File: config.mk
export PLATFORM = sky130hd
export DESIGN_NAME = nibble_adder_sched
export DESIGN_NICKNAME = d
export VERILOG_FILES = /design/src/rtl/nibble_adder_sched_pkg.sv /design/src/rtl/adder_4bit.sv /design/src/rtl/full_adder.sv /design/src/rtl/rr_arb2.sv /design/src/rtl/nibble_adder_sched.sv
export SDC_FILE = /design/constraint.sdc
export NUM_CORES = 1
export LEC_CHECK = 0
export BUFFER_PORTS_ARGS = -buffer_cell sky130_fd_sc_hd__buf_4
export CAP_MARGIN = 10
export CORE_MARGIN = 2
export CORE_UTILIZATION = 48
export CTS_CLUSTER_DIAMETER = 100
export DETAILED_ROUTE_END_ITERATION = 16
export HOLD_SLACK_MARGIN = 0.03
export PLACE_DENSITY = 0.76
export SYNTH_ARGS = -nofsm -noshare
export SYNTH_HDL_FRONTEND = slang
export SYNTH_SLANG_ARGS = --single-unit
File: constraint.sdc
create_clock -name clk -period 3.8 [get_ports clk]
set_input_delay 0.38 -clock clk [delete_from_list [all_inputs] [get_ports clk]]
set_output_delay 0.38 -clock clk [all_outputs]
set_load 0.01 [all_outputs]
File: src/rtl/nibble_adder_sched_pkg.sv
// Shared types and constants for the nibble-serial add/sub scheduler.
package nibble_adder_sched_pkg;

  localparam int unsigned NIB_W = 4;

  localparam logic REQ0 = 1'b0;
  localparam logic REQ1 = 1'b1;

  typedef enum logic [1:0] {
    IDLE = 2'd0,
    RUN  = 2'd1,
    DONE = 2'd2
  } state_e;

endpackage

File: src/rtl/adder_4bit.sv
// Four-bit ripple-carry adder built from full_adder cells.
module adder_4bit (
  input  logic [3:0] a,
  input  logic [3:0] b,
  input  logic       cin,
  output logic [3:0] sum,
  output logic       cout
);

  logic [4:0] c;

  assign c[0] = cin;
  assign cout = c[4];

  for (genvar i = 0; i < 4; i++) begin : g_bit
    full_adder u_fa (
      .a   (a[i]),
      .b   (b[i]),
      .cin (c[i]),
      .s   (sum[i]),
      .cout(c[i+1])
    );
  end

endmodule

File: src/rtl/full_adder.sv
// One-bit full adder cell.
module full_adder (
  input  logic a,
  input  logic b,
  input  logic cin,
  output logic s,
  output logic cout
);

  assign s    = a ^ b ^ cin;
  assign cout = (a & b) | (cin & (a ^ b));

endmodule

File: src/rtl/rr_arb2.sv
// Two-way round-robin arbiter; the requester not granted last wins a tie.
module rr_arb2
  import nibble_adder_sched_pkg::*;
(
  input  logic clk,
  input  logic rst_n,
  input  logic en,
  input  logic req0,
  input  logic req1,
  output logic gnt0_c,
  output logic gnt1_c
);

  logic last_grant_q, last_grant_d;

  // A grant is always taken by the requester, so it also updates history.
  always_comb begin
    gnt0_c       = en && req0 && (!req1 || (last_grant_q == REQ1));
    gnt1_c       = en && req1 && (!req0 || (last_grant_q == REQ0));
    last_grant_d = last_grant_q;
    if (gnt0_c)      last_grant_d = REQ0;
    else if (gnt1_c) last_grant_d = REQ1;
  end

  always_ff @(posedge clk or negedge rst_n) begin
    if (!rst_n) last_grant_q <= REQ1;
    else        last_grant_q <= last_grant_d;
  end

endmodule

File: src/rtl/nibble_adder_sched.sv
// Shares one 4-bit adder between two requesters, running each multi-nibble
// add/sub LSB nibble first with the carry held between nibbles.
module nibble_adder_sched
  import nibble_adder_sched_pkg::*;
#(
  parameter int unsigned NIBBLES = 4
) (
  input  logic                       clk,
  input  logic                       rst_n,
  input  logic                       req0_valid,
  output logic                       req0_ready,
  input  logic [NIB_W*NIBBLES-1:0]   req0_in1,
  input  logic [NIB_W*NIBBLES-1:0]   req0_in2,
  input  logic                       req0_sub,
  input  logic                       req1_valid,
  output logic                       req1_ready,
  input  logic [NIB_W*NIBBLES-1:0]   req1_in1,
  input  logic [NIB_W*NIBBLES-1:0]   req1_in2,
  input  logic                       req1_sub,
  output logic                       res_valid,
  input  logic                       res_ready,
  output logic                       res_id,
  output logic [NIB_W*NIBBLES-1:0]   res_sum,
  output logic                       res_carry_out
);

  localparam int unsigned W   = NIB_W * NIBBLES;
  localparam int unsigned K_W = (NIBBLES > 1) ? $clog2(NIBBLES) : 1;

  state_e           state_q, state_d;
  logic [K_W-1:0]   k_q, k_d;
  logic             carry_q, carry_d;
  logic [W-1:0]     opa_q, opa_d, opb_q, opb_d;
  logic [W-1:0]     res_sum_q, res_sum_d;
  logic             res_id_q, res_id_d;
  logic             res_carry_q, res_carry_d;
  logic             res_valid_q, res_valid_d;

  logic             gnt0_c, gnt1_c, accept_c, last_nib_c, sel_sub_c;
  logic [NIB_W-1:0] nib_a_c, nib_b_c, nib_s_c;
  logic             nib_co_c;

  rr_arb2 u_arb (
    .clk   (clk),
    .rst_n (rst_n),
    .en    (state_q == IDLE),
    .req0  (req0_valid),
    .req1  (req1_valid),
    .gnt0_c(gnt0_c),
    .gnt1_c(gnt1_c)
  );

  adder_4bit u_add (
    .a   (nib_a_c),
    .b   (nib_b_c),
    .cin (carry_q),
    .sum (nib_s_c),
    .cout(nib_co_c)
  );

  assign accept_c   = gnt0_c | gnt1_c;
  assign sel_sub_c  = gnt1_c ? req1_sub : req0_sub;
  assign last_nib_c = (k_q == K_W'(NIBBLES - 1));

  // Current nibble of each captured operand.
  always_comb begin
    nib_a_c = '0;
    nib_b_c = '0;
    for (int i = 0; i < NIBBLES; i++) begin
      if (k_q == K_W'(i)) begin
        nib_a_c = opa_q[i*NIB_W +: NIB_W];
        nib_b_c = opb_q[i*NIB_W +: NIB_W];
      end
    end
  end

  always_ff @(posedge clk or negedge rst_n) begin
    if (!rst_n) state_q <= IDLE;
    else        state_q <= state_d;
  end

  always_comb begin
    state_d = state_q;
    case (state_q)
      IDLE:    if (accept_c)   state_d = RUN;
      RUN:     if (last_nib_c) state_d = DONE;
      DONE:    if (res_ready)  state_d = IDLE;
      default:                 state_d = IDLE;
    endcase
  end

  // Capture, nibble sequencing and result registers.
  always_comb begin
    k_d         = k_q;
    carry_d     = carry_q;
    opa_d       = opa_q;
    opb_d       = opb_q;
    res_sum_d   = res_sum_q;
    res_id_d    = res_id_q;
    res_carry_d = res_carry_q;
    res_valid_d = res_valid_q;
    case (state_q)
      IDLE: begin
        if (accept_c) begin
          opa_d    = gnt1_c ? req1_in1 : req0_in1;
          opb_d    = gnt1_c ? req1_in2 : req0_in2;
          if (sel_sub_c) opb_d = ~opb_d;
          carry_d  = sel_sub_c;
          res_id_d = gnt1_c ? REQ1 : REQ0;
          k_d      = '0;
        end
      end
      RUN: begin
        for (int i = 0; i < NIBBLES; i++) begin
          if (k_q == K_W'(i)) res_sum_d[i*NIB_W +: NIB_W] = nib_s_c;
        end
        carry_d = nib_co_c;
        if (last_nib_c) begin
          k_d         = '0;
          res_carry_d = nib_co_c;
          res_valid_d = 1'b1;
        end else begin
          k_d = k_q + K_W'(1);
        end
      end
      DONE: begin
        if (res_ready) res_valid_d = 1'b0;
      end
      default: begin
        res_valid_d = 1'b0;
      end
    endcase
  end

  always_ff @(posedge clk or negedge rst_n) begin
    if (!rst_n) begin
      k_q         <= '0;
      carry_q     <= 1'b0;
      opa_q       <= '0;
      opb_q       <= '0;
      res_sum_q   <= '0;
      res_id_q    <= 1'b0;
      res_carry_q <= 1'b0;
      res_valid_q <= 1'b0;
    end else begin
      k_q         <= k_d;
      carry_q     <= carry_d;
      opa_q       <= opa_d;
      opb_q       <= opb_d;
      res_sum_q   <= res_sum_d;
      res_id_q    <= res_id_d;
      res_carry_q <= res_carry_d;
      res_valid_q <= res_valid_d;
    end
  end

  assign req0_ready    = gnt0_c;
  assign req1_ready    = gnt1_c;
  assign res_valid     = res_valid_q;
  assign res_id        = res_id_q;
  assign res_sum       = res_sum_q;
  assign res_carry_out = res_carry_q;

endmodule
==> qor.csv, run 1 <==
stage;metric;value;unit
global_routing;overflow;0;
sta;hold_viol;0;
synthesis;ys_seq_area_frac;0.410;
run_status;outcome;finished clean;
power_and_ir_drop;p_leak;1.87;nW
final_layout;drive_gt1_frac;0.365;
clocking;path_clk_slew;0.07;ns
clocking;worstSkewPairLatency;0.33;ns
clocking;clockBufferDepth;2;
die;io_pins;92;
drt;drc;0;
final_layout;syn2layout_area_growth;25.6;%
synthesis;synth_top_area_share;0.402;
sta;fin_ws;0.298;ns
sta;final.setup.tns;0;ns
place;dp_hpwl;6100;um
job;maxCapViolCount;0;
sta;setup_viol;0;
drt;wl_met2;3960;um
die;rows;31;
global_routing;grt.total_usage;0.225;
synthesis;synth.avg_cell_area;9.96;um2
final_layout;antenna-diode-count;0;
place;place_ws;0.168;ns
drt;via_per_inst;5.67;
setup_path;worst_path_max_delay_cell;fa_1;
synthesis;synth_nets;429;
clocking;root_buffer;clkbuf_8;
place;finalWeightedCongestion;0.893;
drt;via_count;2982;
place;place_inst;510;
die;die_x;89.2;um
global_routing;grt_max_degree;58;
drt;dr.first_iter.drc_count;142;
global_routing;grt_pass1_vias;2919;
synthesis;yosysTopAreaCell;dfrtp_1;
global_routing;antenna_found_initial;0;
synthesis;synthTopCellsByArea;dfrtp_1, o311ai_2, o21ai_0;
die;start_util;0.488;
synthesis;yosys_warnings;0;
setup_path;arrival;3.70;ns
sta;fin_hold_ws;0.0980;ns
clocking;cts_made_buffers;9;
sta;tightest_slew;1.01;ns
sta;finClkSkew;0.00646;ns
clocking;htreeDepth;3;
global_routing;grt_pass1_wl;13800;um
synthesis;netlist_area;3490;um2
sta;rsz0062_at_grt;false;
final_layout;nFillCells;608;
sta;slew_viol_final;0;
final_layout;final_common_cell;buf_4;
setup_path;cp_cell_sequence;inv_1 > ha_1 > a21oi_1 > o21ai_0 > a22o_1 > fa_1 > fa_1 > fa_1 > fa_1 > a221oi_2 > o311ai_2;
setup_path;cpMostUsedCell;fa_1;
synthesis;ys_ff_latch;57;
drt;firstDrtPassIters;4;
die;die_h;89.2;um
die;die_area;7960;um2
drt;wl_met1;3680;um
final_layout;fin_nets;501;
power_and_ir_drop;peakVddDrop;0.000351;V
clocking;clock_sinks;57;
final_layout;fin_cells;526;
sta;relSlewSlack;0.326;
power_and_ir_drop;power_density;884;nW/um2
setup_path;crit_type;reg2reg;
drt;dr_wl_met3;486;um
clocking;cts_tree;built;
sta;fmax;286;MHz
sta;fin_crit_sh;0.922;
setup_path;startpoint_type;register;
hold_path;worstHoldPathType;in2async;
die;fp.coreArea;7140;um2
place;port_buffers;91;
setup_path;crit_fanout;11;
sta;min_period;3.50;ns
setup_path;critical_path.top_delay_family;adder cells;
drt;wl_per_cell;15.8;um
drt;wl;8310;um
synthesis;synth_cell_types;35;
setup_path;max_stage_delay;0.43;ns
drt;detail-route-antenna-nets;0;
setup_path;end_kind;register;
clocking;cts_setup_buffers;0;
setup_path;crit_buf_inv;1;
setup_path;crit_required;4.00;ns
drt;top_layer;met4;
synthesis;netlist_instances;350;
clocking;ctsHoldBuffers;0;
final_layout;final_cell_mix;buf_4, dfrtp_1, o21ai_0, nand3_1;
synthesized netlist by cell type:
master / count
dfrtp_1: 56
fa_1: 4
nor3_1: 17
nor3b_2: 1
mux2_2: 17
a22o_1: 9
nand3_1: 33
or2_4: 1
a21oi_1: 17
nor2b_1: 2
nand2b_1: 2
nor2_1: 4
xor2_1: 16
buf_2: 7
inv_1: 11
and2_1: 1
buf_6: 6
nand2_2: 1
o311ai_2: 17
clkbuf_2: 1
o21ai_0: 45
inv_4: 1
or2_1: 1
xnor2_1: 16
a31o_2: 1
a221oi_1: 1
dfstp_2: 1
a31oi_1: 16
nor3b_4: 1
ha_1: 4
nor4b_1: 1
nand2_1: 16
or3b_2: 2
clkbuf_1: 20
or2b_1: 1
worst reg2reg max path: stages (launching register included):
cell and delay [ns]:
dfrtp_1 0.41, inv_1 0.08, ha_1 0.32, a21oi_1 0.16, o21ai_0 0.10, a22o_1 0.21, fa_1 0.40, fa_1 0.41
fa_1 0.42, fa_1 0.44, a221oi_2 0.29, o311ai_2 0.14
state kept, by name (all words and copies together), names as in the netlist:
| name | count |
|---|---|
| carry_q | 1 |
| k_q | 2 |
| opa_q | 16 |
| opb_q | 16 |
| res_carry_out | 1 |
| res_id | 1 |
| res_sum | 16 |
| res_valid | 1 |
| state_q | 2 |
| u_arb.last_grant_q | 1 |
worst paths after layout:
check | end | startpoint | slack (ns) | cells after the start
min in group clk | res_valid | res_ready | 0.32 | 4
min reg2reg | u_arb.last_grant_q | u_arb.last_grant_q | 0.50 | 2
max reg2reg | carry_q | k_q[0] | 0.30 | 11
max | carry_q | k_q[0] | 0.30 | 11
min | opb_q[12] | rst_n | 0.1 | 1
max in group asynchronous | opb_q[11] | rst_n | 3.24 | 1
metrics by stage:
stage / power [mW] / area [um2] / utilization
floorplan: 2.63 / 3490 / -
global placement: 3.15 / 4140 / 0.580
detailed placement: 3.23 / 4140 / 0.580
CTS: 3.87 / 4370 / 0.612
global route: 4.18 / 4380 / 0.613
finish: 3.87 / 4380 / 0.613
kinds of logic (layout without fill, tap and decap cells):
| family | count (synthesis) | count (layout) | share of synthesized area |
|---|---|---|---|
| AO/OA/AOI/OAI | 106 | 106 | 0.225 |
| XOR/XNOR | 32 | 32 | 0.0804 |
| adder cells (fa/ha/maj) | 8 | 8 | 0.0373 |
| buffers and inverters | 46 | 123 | 0.0660 |
| flip-flops | 57 | 57 | 0.410 |
| multiplexers | 17 | 17 | 0.0549 |
| AND/OR/NAND/NOR | 84 | 84 | 0.127 |
routing by layer:
metal  vias up  track usage
li1       1402            -
met1      1444        0.302
met2       119        0.352
met3        17       0.0646
met4         0       0.0787
met5         -            0
power breakdown:
group	internal (mW)	leakage [nW]	switching [mW]
Sequential	0.939	0.673	0.217
Clock	0.402	0.115	0.234
Combinational	0.978	1.09	1.10
Total	2.32	1.87	1.55
final cells by class:
class	count	area, um2	share of cell area
inverters	12	47.5	0.0109
flip-flops and latches	57	1430	0.326
repair buffers	95	713	0.163
clock inverters	5	77.6	0.0177
well taps	99	124	0.0283
clock buffers	11	151	0.0346
multi-input cells	247	1840	0.420
repair_timing:
action | CTS | global route
gates resized for setup | 0 | 2
hold endpoints to repair | 0 | 0
setup endpoints to repair | 0 | 1
No activity file was read; power rests on OpenSTA's default activity.
==> run 2: changes to the inputs <==
CELL_PAD_IN_SITES_DETAIL_PLACEMENT = 0   (was unset)
CELL_PAD_IN_SITES_GLOBAL_PLACEMENT = 1   (was unset)
CORE_UTILIZATION = 36   (was 48)
PLACE_DENSITY = 0.75   (was 0.76)
==> run 2 against run 1 <==
Against the previous run:
- die area up 32%
- highest routed layer unchanged
- critical endpoint unchanged
- critical path depth stayed put
- largest cell class unchanged
- cell count rose by 5.9%
- flip-flop and latch count stayed put
- via count decreased by 1.4%
- combinational power about the same
- cell area is 0.57% lower
- count of clock-buffer cells in the layout grew 1
- total power decreased by 4.2%
- first-iteration DRC count shrank 18%
==> qor.csv, run 2 (synthesis gave the netlist of run 1 again) <==
stage;metric;value;unit
place;finalWeightedCongestion;0.860;
final_layout;fin_nets;502;
power_and_ir_drop;p_int;2.16;mW
sta;finClkSkew;0.00728;ns
clocking;cts_tree;built;
sta;relSlewSlack;0.365;
setup_path;crit_fanout;12;
hold_path;worstHoldPathType;in2async;
clocking;cts_made_buffers;9;
global_routing;grt_max_degree;58;
drt;detail-route-antenna-nets;0;
drt;dr.first_iter.drc_count;117;
sta;fin_crit_sh;0.937;
place;place_ws;0.179;ns
die;die_x;102;um
power_and_ir_drop;p_leak;1.85;nW
sta;min_period;3.56;ns
setup_path;crit_required;3.99;ns
setup_path;crit_type;reg2reg;
power_and_ir_drop;p_sw_frac;0.417;
power_and_ir_drop;combPwrFrac;0.557;
power_and_ir_drop;peakVddDrop;0.000333;V
clocking;root_buffer;clkbuf_8;
final_layout;nFillCells;908;
clocking;worstSkewPairLatency;0.33;ns
sta;hold_viol;0;
power_and_ir_drop;p_sw;1.55;mW
drt;via_per_inst;5.28;
final_layout;syn2layout_area_growth;24.9;%
clocking;clock_sinks;57;
die;die_h;102;um
clocking;htreeDepth;3;
drt;via_count;2939;
sta;slew_viol_final;0;
setup_path;end_kind;register;
die;start_util;0.374;
die;rows;35;
setup_path;startpoint_type;register;
setup_path;arrival;3.75;ns
global_routing;grt-busiest-layer;met2;
sta;fin_ws;0.239;ns
drt;firstDrtPassIters;4;
global_routing;grt_pass1_vias;3020;
die;fp.coreArea;9330;um2
final_layout;final_common_cell;buf_4;
drt;wl_per_cell;15.9;um
job;maxCapViolCount;0;
global_routing;met1_usage;0.238;
power_and_ir_drop;power_frac_seq;0.314;
global_routing;antenna_found_initial;0;
sta;fmax;281;MHz
final_layout;final_util;0.467;
place;port_buffers;91;
sta;tightest_slew;0.949;ns
power_and_ir_drop;clockPowerShare;0.129;
die;die_area;10500;um2
place;place_area;4190;um2
clocking;cts_setup_buffers;0;
global_routing;overflow;0;
final_layout;drive_gt1_frac;0.360;
run_status;outcome;finished clean;
clocking;clockBufferDepth;2;
global_routing;grt_pass1_wl;14400;um
sta;rsz0062_at_grt;false;
final_layout;antenna-diode-count;0;
sta;final.setup.tns;0;ns
drt;drc;0;
clocking;path_clk_slew;0.07;ns
sta;setup_viol;0;
die;io_pins;92;
place;dp_hpwl;6530;um
power_and_ir_drop;power_density;852;nW/um2
final_layout;final_area;4350;um2
final_layout;final_cell_mix;buf_4, dfrtp_1, o21ai_0, nand3_1;
global_routing;grt_util_met2;0.274;
global_routing;grt.total_usage;0.176;
global_routing;use_met3;0.0356;
drt;wl;8830;um
-- run 2: area by class of cell --
| cell class | instances | area (um2) | share of cell area |
|---|---|---|---|
| Multi-Input combinational cell | 247 | 1830 | 0.421 |
| Sequential cell | 57 | 1430 | 0.328 |
| Timing Repair Buffer | 96 | 721 | 0.166 |
| Tap cell | 129 | 161 | 0.0371 |
| Clock buffer | 12 | 145 | 0.0333 |
| Inverter | 12 | 47.5 | 0.0109 |
| Clock inverter | 4 | 20.0 | 0.00460 |
-- run 2: routing by layer --
| layer | part of all wire | routed length (um) |
|---|---|---|
| met4 | 0.018 | 161 |
| met1 | 0.44 | 3920 |
| met5 | 0 | 0 |
| met3 | 0.062 | 551 |
| met2 | 0.48 | 4190 |
-- run 2: path summary, 6_finish.rpt --
kind | from | endpoint | slack (ns) | depth (start not counted)
min in group clk | req0_in1[6] | opa_q[6] | 0.33 | 3
min | rst_n | res_sum[5] | 0.11 | 1
max | k_q[0] | carry_q | 0.24 | 11
max reg2reg | k_q[0] | carry_q | 0.24 | 11
min reg2reg | u_arb.last_grant_q | u_arb.last_grant_q | 0.50 | 2
max in group asynchronous | rst_n | opa_q[15] | 3.22 | 1
-- run 2: power by group through the flow --
stage	sequential (mW)	combinational, mW	clock [mW]
CTS	1.17	2.09	0.489
detailed placement	1.17	2.09	0
global route	1.20	2.32	0.520
global placement	1.17	2.02	0
floorplan	1.12	1.51	0
finish	1.16	2.07	0.478
-- run 2: worst max-delay path: stages (launching register included) --
cell,delay (ns)
dfrtp_1,0.42
inv_1,0.10
ha_1,0.34
a21oi_1,0.16
o21ai_0,0.10
a22o_1,0.21
fa_1,0.41
fa_1,0.40
fa_1,0.39
fa_1,0.40
a221oi_1,0.35
o311ai_2,0.15
-- run 2: per-stage QoR --
stage	total power, mW	hold slack, ns	instances
floorplan	2.63	0.0844	350
detailed placement	3.26	0.478	541
finish	3.71	0.108	557
global route	4.05	0.161	557
CTS	3.75	0.116	557
global placement	3.19	0.478	541
-- run 2: what timing repair did --
| action | 4_1_cts | 5_1_grt |
|---|---|---|
| setup endpoints to repair | 0 | 1 |
| hold buffers | 0 | 0 |
| gates resized for setup | 0 | 1 |
